## src/rtl/ncl_tx_pkg.sv

```systemverilog
// Shared types and helpers for the clocked-to-NCL transmitter and its companion bridges.
package ncl_tx_pkg;

  localparam logic [1:0] ST_NULL_WAIT = 2'd0;
  localparam logic [1:0] ST_ACCEPT    = 2'd1;
  localparam logic [1:0] ST_DATA_WAIT = 2'd2;

  typedef enum logic [1:0] {
    NULL_WAIT = ST_NULL_WAIT,
    ACCEPT    = ST_ACCEPT,
    DATA_WAIT = ST_DATA_WAIT
  } tx_state_e;

  // Completion-acknowledge meaning as seen from the transmitter.
  localparam logic RFD = 1'b1;
  localparam logic RFN = 1'b0;

  // Single-rail bit to dual-rail pair {t, f}.
  function automatic logic [1:0] dr_encode(input logic b);
    return {b, ~b};
  endfunction

endpackage

```

## src/rtl/ncl_sync.sv

```systemverilog
// Asynchronous-reset-low flop chain bringing an asynchronous NCL handshake signal into the clk domain.
module ncl_sync #(
  parameter int STAGES = 2
) (
  input  logic clk,
  input  logic rsb,
  input  logic d,
  output logic q
);

  logic [STAGES-1:0] sync_q;

  always_ff @(posedge clk or negedge rsb) begin
    if (!rsb) begin
      sync_q <= '0;
    end else begin
      sync_q <= {sync_q[STAGES-2:0], d};
    end
  end

  assign q = sync_q[STAGES-1];

endmodule

```

## src/rtl/ncl_dr_tx.sv

```systemverilog
// Valid/ready to dual-rail NCL transmitter, paced by the pipeline's synchronised ki.
// Optional stall watchdog and err port enabled by defining NCL_TX_TIMEOUT_EN.
module ncl_dr_tx
  import ncl_tx_pkg::*;
#(
  parameter int WIDTH       = 8,
  parameter int SYNC_STAGES = 2
`ifdef NCL_TX_TIMEOUT_EN
  ,
  parameter int TIMEOUT_CYCLES = 255
`endif
) (
  input  logic             clk,
  input  logic             rsb,
  input  logic [WIDTH-1:0] in_data,
  input  logic             in_valid,
  output logic             in_ready,
  input  logic             ki,
  output logic [WIDTH-1:0] d_t,
  output logic [WIDTH-1:0] d_f,
  output logic             busy
`ifdef NCL_TX_TIMEOUT_EN
  ,
  output logic             err
`endif
);

  tx_state_e        state;
  logic             ki_s;
  logic             take;
  logic [WIDTH-1:0] enc_t;
  logic [WIDTH-1:0] enc_f;

  ncl_sync #(.STAGES(SYNC_STAGES)) u_ki_sync (
    .clk (clk),
    .rsb (rsb),
    .d   (ki),
    .q   (ki_s)
  );

  for (genvar i = 0; i < WIDTH; i++) begin : g_enc
    assign {enc_t[i], enc_f[i]} = dr_encode(in_data[i]);
  end

  // Ready is a pure state decode so the source never sees a valid->ready loop.
  assign in_ready = (state == ACCEPT);
  assign busy     = (state != ACCEPT);
  assign take     = in_ready && in_valid;

  // Rails are only ever loaded as a whole word, so every wavefront switches on one edge.
  always_ff @(posedge clk or negedge rsb) begin
    if (!rsb) begin
      state <= NULL_WAIT;
      d_t   <= '0;
      d_f   <= '0;
    end else begin
      case (state)
        NULL_WAIT: begin
          if (ki_s == RFD) state <= ACCEPT;
        end
        ACCEPT: begin
          if (take) begin
            d_t   <= enc_t;
            d_f   <= enc_f;
            state <= DATA_WAIT;
          end
        end
        DATA_WAIT: begin
          if (ki_s == RFN) begin
            d_t   <= '0;
            d_f   <= '0;
            state <= NULL_WAIT;
          end
        end
        default: begin
          d_t   <= '0;
          d_f   <= '0;
          state <= NULL_WAIT;
        end
      endcase
    end
  end

`ifdef NCL_TX_TIMEOUT_EN
  logic [7:0] stall_cnt;
  logic [8:0] cnt_inc;
  logic       stall;

  // A wait state that does not advance this cycle is a stall; any state change clears the count.
  assign stall   = ((state == NULL_WAIT) && (ki_s != RFD)) ||
                   ((state == DATA_WAIT) && (ki_s != RFN));
  assign cnt_inc = {1'b0, stall_cnt} + 9'd1;

  always_ff @(posedge clk or negedge rsb) begin
    if (!rsb) begin
      stall_cnt <= '0;
      err       <= 1'b0;
    end else begin
      if (!stall) begin
        stall_cnt <= '0;
      end else if (!cnt_inc[8]) begin
        stall_cnt <= cnt_inc[7:0];
      end
      if (stall && (cnt_inc >= 9'(TIMEOUT_CYCLES))) err <= 1'b1;
    end
  end
`endif

endmodule

```

## config.mk

```make
export PLATFORM = sky130hd
export DESIGN_NAME = ncl_dr_tx
export DESIGN_NICKNAME = d
export VERILOG_FILES = /design/src/rtl/ncl_tx_pkg.sv /design/src/rtl/ncl_sync.sv /design/src/rtl/ncl_dr_tx.sv
export SDC_FILE = /design/constraint.sdc
export NUM_CORES = 1
export LEC_CHECK = 0
export BUFFER_PORTS_ARGS = -buffer_cell sky130_fd_sc_hd__buf_2
export CORE_MARGIN = 8
export CORE_UTILIZATION = 40
export CTS_CLUSTER_DIAMETER = 30
export DETAILED_ROUTE_END_ITERATION = 10
export GPL_ROUTABILITY_DRIVEN = 0
export PLACE_DENSITY = 0.77
export SLEW_MARGIN = 40
export SYNTH_ARGS = -nofsm -noshare
export SYNTH_HDL_FRONTEND = slang
export SYNTH_SLANG_ARGS = --single-unit
```

## constraint.sdc

```tcl
create_clock -name clk -period 1.4 [get_ports clk]
set_clock_uncertainty 0.2 [all_clocks]
set_input_delay 0.07 -clock clk [delete_from_list [all_inputs] [get_ports clk]]
set_output_delay 0.07 -clock clk [all_outputs]
set_load 0.005 [all_outputs]
```

# == Yosys cells after proc, flatten, opt, wreduce, memory -nomap -nowiden ==
# Cells that the tools add are included.
# classes
n_eq_ne,6
muxes,9
bitwise_logic,9
reduce_logical,4
# ops
cell,n
8-bit case mux with 3 select lines,2
8-bit two-way mux,3
1-bit inverter,9
2-bit two-way mux,3
"2-bit by 1-bit inequality test with 1-bit output, second input constant",3
2-bit case mux with 3 select lines,1
3-bit AND reduction,2
"2-bit by 1-bit == test with 1-bit output, second input constant",1
"2-bit == test, second input constant",1
2-bit zero test,1
"2-bit inequality test, second input constant",1
1-bit logical AND,1
# word_totals
ff_bits,20
input_bits,12
output_inout_bits,18

# == Longest topological paths before layout ==
# depth
ltp_word,4
mapped_depth,4
mapped_depth_nobuf,3

# == Hierarchy ==
# Synthesis repeated with hierarchy kept, for this count alone.
# unflattened
cells_unflattened,48
area_unflattened_um2,719.4
# modules_own_cells
module,n_inst,cells_each,area_per_inst_um2,seq_area_each_um2
ncl_dr_tx,1,46,669.4,450.4
ncl_sync,1,2,50.0,50.0

# == Worst setup path after synthesis ==
# No wires, ideal clock.
# synth_path
path_type,reg2reg
startpoint,register state[0]
endpoint,register d_t[0]
setup_ns,0.121
arrival_ns,1.018
required_time_ns,1.079
slack_ns,0.061
path_stages_with_launch,5
path_cell_list,dfrtp_1 -> and2_4 -> nor2b_1 -> buf_2 -> a22o_1
# synth_between
elab_chain_len,4
elab_cells_between_ends,9
# synth_lines
item,line_no,source
from (decl),ncl_dr_tx.sv:28,tx_state_e state;
from (signal assigned),ncl_dr_tx.sv:53,state <= NULL_WAIT;
from (signal assigned),ncl_dr_tx.sv:59,if (ki_s == RFD) state <= ACCEPT;
from (signal assigned),ncl_dr_tx.sv:65,state <= DATA_WAIT;
2-bit by 1-bit == test with 1-bit output,"ncl_dr_tx.sv:46, ncl_dr_tx.sv:57",
1-bit logical AND,ncl_dr_tx.sv:48,assign take = in_ready && in_valid;
2-bit by 1-bit inequality test with 1-bit output (no line),n/a,
3-bit AND reduction (no line),n/a,
to (signal assigned),ncl_dr_tx.sv:63,d_t <= enc_t;
to (decl),ncl_dr_tx.sv:19,"output logic [WIDTH-1:0] d_t,"
# Parallel ways exist; a longest one is shown, timed or not.
# A chain may end at the register's enable or synchronous reset.

# == Worst setup path after layout ==
# layout_path
startpoint,register state[0]
endpoint,output port busy
# layout_between
elab_chain_len,1
# layout_lines
item,line_no,source
2-bit by 1-bit inequality test with 1-bit output,ncl_dr_tx.sv:47,assign busy = (state != ACCEPT);
to (decl),ncl_dr_tx.sv:21,output logic busy
# No other way between the ends.

==> metrics.md <==
| Metric | Value |
|---|---|
| GRT Util Overall | 11.8% |
| Metal2 WL | 945 um |
| Vias in the first global route | 658 |
| Wire length per cell | 15.4 um |
| Global-route wire length before repair | 3060 um |
| Die Wd | 58.5 um |
| Slew HR | 71.0% |
| Tmin final | 1.36 ns |
| Crit path max fanout | 5 |
| Primary FF master, synth | dfrtp_1 |
| Slowest CP cell | dfrtp_1 |
| P_leak | 0.580 nW |
| Place WS | -0.124 ns |
| Worst path required time | 1.13 ns |
| Initial antenna violation count | 0 |
| Remaining DRCs | 0 |
| Seq pwr share | 38.8% |
| Post-synth top area share | 69.2% |
| Maximum vdd drop | 0.00161 V |
| Final setup vio count | 0 |
| WL met1 | 778 um |
| Initial Util | 42.3% |
| Post-route worst setup slack | 0.0388 ns |
| Core ar. | 1710 sq um |
| Syn Area/Cell | 14.8 sq um |
| Max layer used | met4 |
| Cell Int Power | 0.00163 W |
| Comb power frac | 41.5% |
| Post-Syn Area | 723 sq um |
| Synth top area cells | dfrtp_1 69%, a22o_1 9.7%, o2bb2ai_1 9.7%, o22ai_2 1.7%, buf_6 1.6% |
| Critical Path, Cell by Cell | and2b_2, inv_2, buf_6 |
| Sequential share of the synthesized area | 69.2% |
| Ys Warns | 0 |
| Root Driver | clkbuf_4 |
| Ports | 30 |
| Critical path launch point type | flop |
| Die footprint | 3420 sq um |
| Final nets | 109 |
| Setup crit end kind | output pin |
| Post-synth EDFFs | 0 |
| FP Rows | 15 |
| PwrDens | 2090 nW/um^2 |
| Post-placement cell area | 926 sq um |
| Grt ovf | 0 |
| Achievable Freq | 735 MHz |
| Net Sw Frac | 30.8% |
| Ys async rst share | 100% |
| CP top delay family | flip-flops |
| Final worst path period share | 97.2% |
| Setup crit start | state[0] |
| Worst-path clk slew | 0.11 ns |
| Dominant cell type by area after synthesis | dfrtp_1 |
| Outcome | completed |
| Syn_nets | 61 |
| Max-slew violation count | 0 |
| Port bufs | 29 |
| Clk buf depth | 2 |
| Unrepaired setup endpoints after global routing | yes |
| Crit path DAT | 1.09 ns |
| CP peak stage delay | 0.43 ns |
| CTS tree | done |
| Max H-tree Level | 1 |
| Largest net degree at the start of global routing | 21 |
| Net Switching | 0.000727 W |
| Cell variety after synth | 14 |
| Syn-to-layout area delta | 55.7% |
| MaxCap Viol Count | 0 |
| Fillers | 121 |
| Drt initial violations | 10 |
| Slew @ Worst Pin | 0.435 ns |
| Post-synthesis register bit count | 20 |
| RR Startpoint | state[0] |
| Buf/Inv on CP | 2 |
| Met3 WL post-DR | 134 um |
| Vias | 594 |
| Detailed Route WL | 1870 um |
| Clock sink total | 20 |
| Final ANT Viol Nets | 0 |
| Detail Placement HPWL | 1260 um |
| Kind of critical path | flop to output pin |
| Vias/cell | 4.91 |
| TritonCTS Buffers | 3 |
| Design area | 1130 sq um |
| Chip height | 58.5 um |
| HP Class | input pin to asynchronous set/reset pin |
| Share of cells above drive strength 1 | 45.8% |
| Clock network fraction of total power | 19.7% |
| Final hold vios | 0 |
| Worst-skew pair later-pin latency | 0.29 ns |
| DRT Pass-1 Iters | 4 |
| Cells after Synth | 49 |
| ANT cells | 0 |
[layout by cell type (no fill, tap or decap), drive strengths merged]
cell type / n
nor2: 1
dfrtp: 20
and2: 1
and2b: 1
clkbuf: 3
dlygate4sd3: 11
a22o: 8
nor2b: 1
inv: 2
nor3: 1
o2bb2ai: 8
o22ai: 1
bufinv: 1
buf: 34
nand2: 2
nand3b: 1
[per-stage QoR]
stage          hold WS (ns)  utilization [%]  total power (W)  cells  setup TNS (ns)
3_3_place_gp         -0.170             54.2          0.00173    105          -0.526
5_1_grt              0.0455             65.9          0.00251    121         -0.0413
3_5_place_dp         -0.167             54.2          0.00176    105          -0.870
4_1_cts              0.0407             63.9          0.00225    120               0
2_1_floorplan        -0.426                -          0.00133     49               0
6_report             0.0374             65.9          0.00236    121               0
[power groups by stage]
stage | combinational [W] | clock (W) | sequential [W]
2_1_floorplan | 0.000392 | 0 | 0.000936
3_3_place_gp | 0.000812 | 0 | 0.000921
3_5_place_dp | 0.000835 | 0 | 0.000925
4_1_cts | 0.000874 | 0.000474 | 0.000906
5_1_grt | 0.00107 | 0.000501 | 0.000941
6_report | 0.000976 | 0.000465 | 0.000914
[what timing repair did]
item,4_1_cts,5_1_grt
setup endpoints to repair,10,18
resized for setup,1,7
hold buffers,11,0
buffers inserted,1,1
hold endpoints to repair,38,0
[metal layers]
layer | track usage (%) | vias to the layer above
met3 | 6.30 | 2
li1 | - | 274
met5 | 0 | -
met2 | 20.0 | 22
met1 | 12.4 | 296
met4 | 3.15 | 0
[synth_stat cells (all sizes together) (2+ instances only)]
| cell type | instances |
|---|---|
| a22o | 8 |
| buf | 2 |
| dfrtp | 20 |
| inv | 2 |
| nand2 | 2 |
| o2bb2ai | 8 |
[state kept, by name (all words and copies together) (netlist names)]
| register | flops |
|---|---|
| d_f | 8 |
| d_t | 8 |
| state | 2 |
| u_ki_sync.sync_q | 2 |
[cell families (layout without fill, tap and decap cells)]
kind of cell | count (synthesis) | after routing | synth area share [%]
compound gates | 17 | 17 | 21.1
buf+inv | 4 | 51 | 3.29
flops | 20 | 20 | 69.2
simple gates | 8 | 8 | 6.40
[layout make-up]
cell class / count / area, sq um / area share, %
sequential: 20 / 500 / 44.4
timing repair buffer: 45 / 312 / 27.7
multi-input combinational: 25 / 223 / 19.8
tap: 25 / 31.3 / 2.78
clock inverter: 1 / 30.0 / 2.67
clock buffer: 3 / 22.5 / 2.00
inverter: 2 / 7.51 / 0.667
[path summary, 6_finish.rpt]
check	depth (start not counted)	to	slack, ns
setup / recovery	3	busy	0.04
hold / removal	2	d_t[7]	0.04
setup reg to reg	4	d_f[7]	0.07
hold reg to reg	0	u_ki_sync.sync_q[1]	0.16
max in group asynchronous	2	u_ki_sync.sync_q[1]	0.66
min in group clk	0	u_ki_sync.sync_q[1]	0.16
No activity file was read; power rests on OpenSTA's default activity.
